===== src/rtl/redmule_pkg.sv =====
// redmule_pkg: shared types and constants for the RedMulE tile sequencer.
//   ARRAY_WIDTH          - default full tile length in beats
//   TILE_SEQ_MAX_OUT_DEF - default number of tiles allowed in flight
//   tile_seq_state_e     - sequencer FSM states
//   tile_seq_cfg_t       - configuration latched on start. Fields are sized
//                          for the widest supported build (AW <= 64, CW <= 32)
//                          and narrowed back to AW/CW at the point of use.
package redmule_pkg;

    localparam int unsigned ARRAY_WIDTH          = 8;
    localparam int unsigned TILE_SEQ_MAX_OUT_DEF = 2;

    typedef enum logic [1:0] {
        IDLE  = 2'd0,
        ISSUE = 2'd1,
        DRAIN = 2'd2,
        FIN   = 2'd3
    } tile_seq_state_e;

    typedef struct packed {
        logic [63:0] base_addr;
        logic [63:0] col_stride;
        logic [63:0] row_stride;
        logic [31:0] col_iters;
        logic [31:0] reuse_iters;
        logic [31:0] row_iters;
        logic [31:0] row_leftover;
    } tile_seq_cfg_t;

endpackage


===== src/rtl/redmule_tile_sequencer_if.sv =====
// redmule_tile_sequencer_if: tile request channel between the sequencer
// (master) and one streamer source (slave).
//   req_valid / req_ready       - request handshake
//   req_base_addr / req_tot_len - tile base address and length in beats
//   tile_done                   - streamer pulse, one per completed tile
interface redmule_tile_sequencer_if #(
    parameter int unsigned AW = 32,
    parameter int unsigned LW = 4
);
    logic          req_valid;
    logic          req_ready;
    logic [AW-1:0] req_base_addr;
    logic [LW-1:0] req_tot_len;
    logic          tile_done;

    modport master (
        output req_valid, req_base_addr, req_tot_len,
        input  req_ready, tile_done
    );

    modport slave (
        input  req_valid, req_base_addr, req_tot_len,
        output req_ready, tile_done
    );
endinterface


===== src/rtl/redmule_loop_counter.sv =====
// redmule_loop_counter: one level of the tile loop nest.
//   clk, rst  - clock, synchronous active-high clear of count and offset
//   step      - advance this level by one iteration
//   iters     - iteration count of this level (nonzero while running)
//   stride    - offset added per non-wrapping step
//   at_max    - current count is the last iteration (iters-1)
//   offs_nxt  - offset this level will hold after the current cycle; the
//               parent uses it to register the next tile address
module redmule_loop_counter #(
    parameter int unsigned CW = 16,
    parameter int unsigned AW = 32
) (
    input  logic          clk,
    input  logic          rst,
    input  logic          step,
    input  logic [CW-1:0] iters,
    input  logic [AW-1:0] stride,
    output logic          at_max,
    output logic [AW-1:0] offs_nxt
);
    logic [CW-1:0] cnt_q, cnt_d;
    logic [AW-1:0] offs_q;

    assign at_max = (cnt_q == iters - CW'(1));

    always_comb begin
        cnt_d    = cnt_q;
        offs_nxt = offs_q;
        if (step) begin
            if (at_max) begin
                cnt_d    = '0;
                offs_nxt = '0;
            end else begin
                cnt_d    = cnt_q + CW'(1);
                offs_nxt = offs_q + stride;
            end
        end
    end

    always_ff @(posedge clk) begin
        if (rst) begin
            cnt_q  <= '0;
            offs_q <= '0;
        end else begin
            cnt_q  <= cnt_d;
            offs_q <= offs_nxt;
        end
    end
endmodule


===== src/rtl/redmule_tile_sequencer.sv =====
// redmule_tile_sequencer: walks the columns / W-reuse / rows tile loop nest
// for one input stream and issues one request per tile to its streamer.
//   clk_i, rst_i, clear_i - clock, sync active-high reset, soft clear
//   start_i + cfg inputs  - configuration latched on start while IDLE
//   req (master)          - tile request handshake and tile_done return
//   busy_o                - FSM not in IDLE
//   done_o                - one-cycle pulse when the whole nest completed
//   err_o                 - sticky: tile_done with nothing outstanding
// Optional: REDMULE_TILE_SEQ_PERF_EN adds stall_cnt_o, the saturating count
// of cycles where a request was offered but not accepted.
module redmule_tile_sequencer
    import redmule_pkg::*;
#(
    parameter int unsigned AW      = 32,
    parameter int unsigned CW      = 16,
    parameter int unsigned W       = ARRAY_WIDTH,
    parameter int unsigned MAX_OUT = TILE_SEQ_MAX_OUT_DEF
) (
    input  logic                 clk_i,
    input  logic                 rst_i,
    input  logic                 clear_i,
    input  logic                 start_i,
    input  logic [AW-1:0]        base_addr_i,
    input  logic [AW-1:0]        col_stride_i,
    input  logic [AW-1:0]        row_stride_i,
    input  logic [CW-1:0]        col_iters_i,
    input  logic [CW-1:0]        reuse_iters_i,
    input  logic [CW-1:0]        row_iters_i,
    input  logic [$clog2(W):0]   row_leftover_i,
    redmule_tile_sequencer_if.master req,
    output logic                 busy_o,
    output logic                 done_o,
    output logic                 err_o
`ifdef REDMULE_TILE_SEQ_PERF_EN
    ,
    output logic [31:0]          stall_cnt_o
`endif
);
    localparam int unsigned LW = $clog2(W) + 1;
    localparam int unsigned OW = $clog2(MAX_OUT + 1);

    tile_seq_state_e state_q, state_d;
    tile_seq_cfg_t   cfg_q, cfg_in;

    logic soft_rst, accept, any_zero, valid, hs, last_hs;
    logic [OW-1:0] out_q;
    logic          err_q;
    logic [AW-1:0] addr_q;

    // Level 0 = columns, 1 = reuse passes, 2 = rows.
    logic [2:0]          step, at_max;
    logic [2:0][AW-1:0]  stride, offs_nxt;
    logic [2:0][CW-1:0]  iters;

    assign soft_rst = rst_i | clear_i;
    assign accept   = (state_q == IDLE) && start_i;
    assign any_zero = (col_iters_i == '0) || (reuse_iters_i == '0) || (row_iters_i == '0);

    always_comb begin
        cfg_in              = '0;
        cfg_in.base_addr    = 64'(base_addr_i);
        cfg_in.col_stride   = 64'(col_stride_i);
        cfg_in.row_stride   = 64'(row_stride_i);
        cfg_in.col_iters    = 32'(col_iters_i);
        cfg_in.reuse_iters  = 32'(reuse_iters_i);
        cfg_in.row_iters    = 32'(row_iters_i);
        cfg_in.row_leftover = 32'(row_leftover_i);
    end

    always_ff @(posedge clk_i) begin
        if (soft_rst)    cfg_q <= '0;
        else if (accept) cfg_q <= cfg_in;
    end

    // A reuse pass revisits the same row, so that level carries no stride.
    assign stride[0] = AW'(cfg_q.col_stride);
    assign stride[1] = '0;
    assign stride[2] = AW'(cfg_q.row_stride);
    assign iters[0]  = CW'(cfg_q.col_iters);
    assign iters[1]  = CW'(cfg_q.reuse_iters);
    assign iters[2]  = CW'(cfg_q.row_iters);

    assign valid   = (state_q == ISSUE) && (out_q < OW'(MAX_OUT));
    assign hs      = valid && req.req_ready;
    assign step[0] = hs;
    assign step[1] = step[0] && at_max[0];
    assign step[2] = step[1] && at_max[1];
    assign last_hs = step[2] && at_max[2];

    for (genvar i = 0; i < 3; i++) begin : g_lvl
        redmule_loop_counter #(.CW(CW), .AW(AW)) u_cnt (
            .clk      (clk_i),
            .rst      (soft_rst | accept),
            .step     (step[i]),
            .iters    (iters[i]),
            .stride   (stride[i]),
            .at_max   (at_max[i]),
            .offs_nxt (offs_nxt[i])
        );
    end

    // Next tile address is registered on the handshake from the counters'
    // next offsets, so it is already stable when valid is re-evaluated.
    always_ff @(posedge clk_i) begin
        if (soft_rst)    addr_q <= '0;
        else if (accept) addr_q <= base_addr_i;
        else if (hs)     addr_q <= AW'(cfg_q.base_addr) + offs_nxt[2] + offs_nxt[1] + offs_nxt[0];
    end

    always_ff @(posedge clk_i) begin
        if (soft_rst) begin
            out_q <= '0;
            err_q <= 1'b0;
        end else begin
            case ({hs, req.tile_done})
                2'b10: out_q <= out_q + OW'(1);
                2'b01: begin
                    if (out_q == '0) err_q <= 1'b1;
                    else             out_q <= out_q - OW'(1);
                end
                default: ;
            endcase
        end
    end

    always_ff @(posedge clk_i) begin
        if (soft_rst) state_q <= IDLE;
        else          state_q <= state_d;
    end

    always_comb begin
        state_d = state_q;
        case (state_q)
            IDLE:  if (start_i) state_d = any_zero ? FIN : ISSUE;
            ISSUE: if (last_hs) state_d = DRAIN;
            DRAIN: if (out_q == '0) state_d = FIN;
            FIN:   state_d = IDLE;
            default: state_d = IDLE;
        endcase
    end

    assign req.req_valid     = valid;
    assign req.req_base_addr = addr_q;
    assign req.req_tot_len   = (state_q != ISSUE) ? '0 :
                               (at_max[2] && cfg_q.row_leftover != '0) ? LW'(cfg_q.row_leftover) :
                               LW'(W);
    assign busy_o = (state_q != IDLE);
    assign done_o = (state_q == FIN);
    assign err_o  = err_q;

`ifdef REDMULE_TILE_SEQ_PERF_EN
    logic [31:0] stall_q;
    always_ff @(posedge clk_i) begin
        if (soft_rst || accept)                              stall_q <= '0;
        else if (valid && !req.req_ready && stall_q != '1)   stall_q <= stall_q + 32'd1;
    end
    assign stall_cnt_o = stall_q;
`endif
endmodule

===== src/flat_wrapper.sv =====
// flat-port wrapper written by rule: the top's interface ports become plain ports
module redmule_tile_sequencer_flat import redmule_pkg::*;
#(
    parameter int unsigned AW      = 32,
    parameter int unsigned CW      = 16,
    parameter int unsigned W       = ARRAY_WIDTH,
    parameter int unsigned MAX_OUT = TILE_SEQ_MAX_OUT_DEF
)
  (clk_i, rst_i, clear_i, start_i, base_addr_i, col_stride_i, row_stride_i, col_iters_i, reuse_iters_i, row_iters_i, row_leftover_i, busy_o, done_o, err_o, req_req_valid, req_req_base_addr, req_req_tot_len, req_req_ready, req_tile_done);
  redmule_tile_sequencer_if #(.AW(AW)) req_i ();
  input  logic clk_i;
  input  logic rst_i;
  input  logic clear_i;
  input  logic start_i;
  input  logic [AW-1:0] base_addr_i;
  input  logic [AW-1:0] col_stride_i;
  input  logic [AW-1:0] row_stride_i;
  input  logic [CW-1:0] col_iters_i;
  input  logic [CW-1:0] reuse_iters_i;
  input  logic [CW-1:0] row_iters_i;
  input  logic [$clog2(W):0] row_leftover_i;
  output logic busy_o;
  output logic done_o;
  output logic err_o;
  output wire logic [$bits(req_i.req_valid)-1:0] req_req_valid;
  output wire logic [$bits(req_i.req_base_addr)-1:0] req_req_base_addr;
  output wire logic [$bits(req_i.req_tot_len)-1:0] req_req_tot_len;
  input wire logic [$bits(req_i.req_ready)-1:0] req_req_ready;
  input wire logic [$bits(req_i.tile_done)-1:0] req_tile_done;
  assign req_req_valid = req_i.req_valid;
  assign req_req_base_addr = req_i.req_base_addr;
  assign req_req_tot_len = req_i.req_tot_len;
  assign req_i.req_ready = req_req_ready;
  assign req_i.tile_done = req_tile_done;
  redmule_tile_sequencer #(.AW(AW), .CW(CW), .W(W), .MAX_OUT(MAX_OUT)) u_core (.clk_i(clk_i), .rst_i(rst_i), .clear_i(clear_i), .start_i(start_i), .base_addr_i(base_addr_i), .col_stride_i(col_stride_i), .row_stride_i(row_stride_i), .col_iters_i(col_iters_i), .reuse_iters_i(reuse_iters_i), .row_iters_i(row_iters_i), .row_leftover_i(row_leftover_i), .req(req_i), .busy_o(busy_o), .done_o(done_o), .err_o(err_o));
endmodule

===== config.mk =====
export PLATFORM = sky130hd
export DESIGN_NAME = redmule_tile_sequencer_flat
export DESIGN_NICKNAME = d
export VERILOG_FILES = /design/src/rtl/redmule_pkg.sv /design/src/rtl/redmule_tile_sequencer_if.sv /design/src/rtl/redmule_loop_counter.sv /design/src/rtl/redmule_tile_sequencer.sv /design/src/flat_wrapper.sv
export SDC_FILE = /design/constraint.sdc
export NUM_CORES = 1
export LEC_CHECK = 0
export ABC_AREA = 0
export BUFFER_PORTS_ARGS = -buffer_cell sky130_fd_sc_hd__buf_2
export CORE_MARGIN = 1.5
export CORE_UTILIZATION = 61
export DETAILED_ROUTE_END_ITERATION = 10
export PLACE_DENSITY = 0.92
export SLEW_MARGIN = 10
export SYNTH_ARGS = -nofsm -noshare
export SYNTH_HDL_FRONTEND = slang
export SYNTH_SLANG_ARGS = --single-unit

===== constraint.sdc =====
create_clock -name clk_i -period 8.3 [get_ports clk_i]
set_input_delay 1.66 -clock clk_i [delete_from_list [all_inputs] [get_ports clk_i]]
set_output_delay 1.66 -clock clk_i [all_outputs]
set_load 0.005 [all_outputs]

==> flow_metrics.tcl <==
set metrics [dict create \
    max_freq_mhz 129 \
    power_frac_seq_pct 44.8 \
    wl_met2_microns 27000 \
    drt_first_pass_iters 8 \
    die_area_sq_um 34300 \
    grt_max_degree 103 \
    ys_seq_area_share_pct 32.6 \
    fin_nets 3019 \
    yosysTopAreaCell "dfxtp_1" \
    num_rows 66 \
    cts_tree "done" \
    die_y_microns 185 \
    syn_avg_cell_area_sq_um 7.88 \
    hold_class "reg2reg" \
    num_vias 18900 \
    drtIter0Drc 1535 \
    switching_share_pct 25.6 \
    fillerInstances 2551 \
    start_util_pct 62.0 \
    p_per_area_nw_per_um2 162 \
    yosys_warnings 0 \
    track_usage_pct 32.9 \
    cpMostUsedCell "inv_1" \
    intPower_mw 2.72 \
    cts-root-buf "clkbuf_16" \
    max-slew-margin-rel_pct 22.5 \
    timing.hold.ws_ns 0.449 \
    crit_fanout 6 \
    clk_pin_slew_ns 0.06 \
    diodes 0 \
    top_layer "met5" \
    cpMaxStageDelayCell "fa_1" \
    clock_skew_ns 0.0118 \
    drv_slew 0 \
    grt_pass1_vias 18300 \
    core_area_sq_um 32600 \
    vias_per_cell 5.97 \
    final_cell_mix "478 x nand2_1, 329 x dfxtp_1, 277 x a21oi_1" \
    final_common_cell "nand2_1" \
    met1_length_microns 21800 \
    wl_microns 56800 \
    max_stage_delay_ns 0.60 \
    grt_pass1_wl_microns 89100 \
    period_share_pct 93.1 \
    drive_gt1_share_pct 10.8 \
    report.final.hold_viol_count 0 \
    post_cts_buffers 0 \
    drcViolationCount 0 \
    synth_area_sq_um 20200 \
    p_leak_nw 9.94 \
    worst_slew_pin_slew_ns 1.16 \
    syn_to_final_growth_pct 11.9 \
    clockBufferDepth 3 \
    synth_flop_cell "dfxtp_1" \
    critical_path_class "reg2reg" \
    ys_ff_latch 329 \
    fin_setup_tns_ns 0 \
    overflow 0 \
    period_needed_ns 7.73 \
    met3_length_microns 3250 \
    avgRoutedWirePerCell_microns 18.0 \
    worstPathArrival_ns 8.16 \
    p_clk_share_pct 45.3 \
    hpwl_microns 41600 \
    total_power_mw 3.66 \
    cts_buffers 36 \
    htree_num_levels 2 \
    status "finished clean" \
    synth_cells 2568 \
    synth_cell_types 75 \
    insertion_delay_ns 0.54 \
    setup_viol 0 \
    synth-async-reset-ratio_pct 0 \
    rsz0062_at_grt "no" \
    clock_sinks 329 \
    ant_nets 0 \
    switchingPower_mw 0.939 \
    syn_nets 2890 \
    die_w_microns 185 \
    antenna_found_initial 1 \
    pwr-share-comb_pct 9.9 \
    required_ns 8.73 \
    maxCapViolCount 0 \
    vdd_drop_max_uv 193 \
    io_buffers 193 \
    crit_path_start_kind "register" \
    place_congestion 1.01 \
    synth_area_leaders "dfxtp_1 33%, nand2_1 8.9%, a21oi_1 6.9%" \
    crit_path_end_kind "register" \
    ioPinCount 194 \
    synth_top_cell_area_share_pct 32.6 \
    synth_edf_count 0 \
]
-- final timing paths --
path,to,start,depth (start not counted),slack (ns)
worst min register to register,u_core.g_lvl[1].u_cnt.offs_q[7],u_core.g_lvl[1].u_cnt.offs_q[7],1,0.45
worst min-delay path,u_core.g_lvl[1].u_cnt.offs_q[7],u_core.g_lvl[1].u_cnt.offs_q[7],1,0.45
worst max register to register,u_core.req.req_base_addr[31],u_core.cfg_q[34],29,0.57
worst max-delay path,u_core.req.req_base_addr[31],u_core.cfg_q[34],29,0.57
-- cells in the mapped netlist (6+ instances only) --
master and instances:
a311oi_1 6, a21oi_1 277, ha_1 104, dfxtp_1 329, nand3_1 34, clkbuf_1 103
a31oi_1 10, inv_1 185, a21o_1 49, a211oi_1 14, o21a_1 14, o211ai_1 12
nand2b_1 18, nand2_1 480, or3_1 25, and2_1 92, o31ai_1 12, mux2i_1 8
o21ai_0 110, and3_1 25, nor4_1 25, a22oi_1 9, nor2b_1 46, buf_1 7
fa_1 64, o21bai_1 11, xnor2_1 99, nand4_1 28, a22o_1 23, xor2_1 78
nor2_1 140, nor3_1 35, nor3b_1 8
-- timing repair --
| action | in CTS | in global routing |
|---|---|---|
| gates resized for setup | 0 | 2 |
| hold endpoints to repair | 0 | 0 |
| setup endpoints to repair | 0 | 4 |
| hold buffers | 0 | 0 |
-- state kept, by name, indices dropped and copies added (netlist names) --
name                       cells
u_core.state_q                 2
u_core.err_o                   1
u_core.cfg_q                 148
u_core.req.req_base_addr      32
u_core.g_lvl.u_cnt.offs_q     96
u_core.out_q                   2
u_core.g_lvl.u_cnt.cnt_q      48
-- per-stage QoR --
| step | instances | area [sq um] | worst slack, ns | utilization (%) |
|---|---|---|---|---|
| 2_1_floorplan | 2568 | 20200 | 1.57 | - |
| 3_3_place_gp | 3101 | 21400 | 0.890 | 65.7 |
| 3_5_place_dp | 3101 | 21400 | 0.516 | 65.7 |
| 4_1_cts | 3164 | 22600 | 0.450 | 69.4 |
| 5_1_grt | 3164 | 22600 | 0.0756 | 69.4 |
| 6_report | 3164 | 22600 | 0.569 | 69.4 |
-- cells by family (layout without fill, tap and decap cells) --
| kind of cell | count (synthesis) | in the layout | synth area share, % |
|---|---|---|---|
| flip-flops | 329 | 329 | 32.6 |
| multiplexers | 9 | 9 | 0.451 |
| AO/OA/AOI/OAI | 590 | 590 | 17.5 |
| buffers and inverters | 302 | 456 | 5.74 |
| AND/OR/NAND/NOR | 992 | 992 | 23.2 |
| XOR/XNOR | 178 | 178 | 7.78 |
| adder cells (fa/ha/maj) | 168 | 168 | 12.8 |
-- layer usage --
| layer | track usage, % | vias up |
|---|---|---|
| met4 | 25.6 | 2 |
| met5 | 0 | - |
| li1 | - | 8926 |
| met2 | 55.9 | 824 |
| met1 | 37.7 | 8865 |
| met3 | 4.07 | 273 |
-- worst max-delay path: cells and delay by family (launching register included) --
kind / cells / cell delay [ns]
AO/OA/AOI/OAI: 9 / 2.53
AND/OR/NAND/NOR: 9 / 2.18
adder cells (fa/ha/maj): 4 / 1.61
buffers and inverters: 4 / 0.40
flip-flops: 1 / 0.37
XOR/XNOR: 2 / 0.32
multiplexers: 1 / 0.22
-- final cells by class --
| cell class | count | area [sq um] | share of cell area (%) |
|---|---|---|---|
| inverters | 185 | 694 | 3.07 |
| clock inverters | 17 | 203 | 0.895 |
| multi-input cells | 1937 | 12500 | 55.3 |
| clock buffers | 46 | 1000 | 4.41 |
| flip-flops and latches | 329 | 6590 | 29.1 |
| repair buffers | 208 | 1080 | 4.76 |
| well taps | 442 | 553 | 2.44 |
-- power groups by stage --
stage | clock network, mW | logic (mW) | registers, mW
finish | 1.66 | 0.364 | 1.64
detailed placement | 0 | 0.354 | 1.67
global route | 1.74 | 0.400 | 1.64
CTS | 1.67 | 0.359 | 1.64
floorplan | 0 | 0.243 | 1.66
global placement | 0 | 0.342 | 1.67
Power figures use the tool's default switching activity.
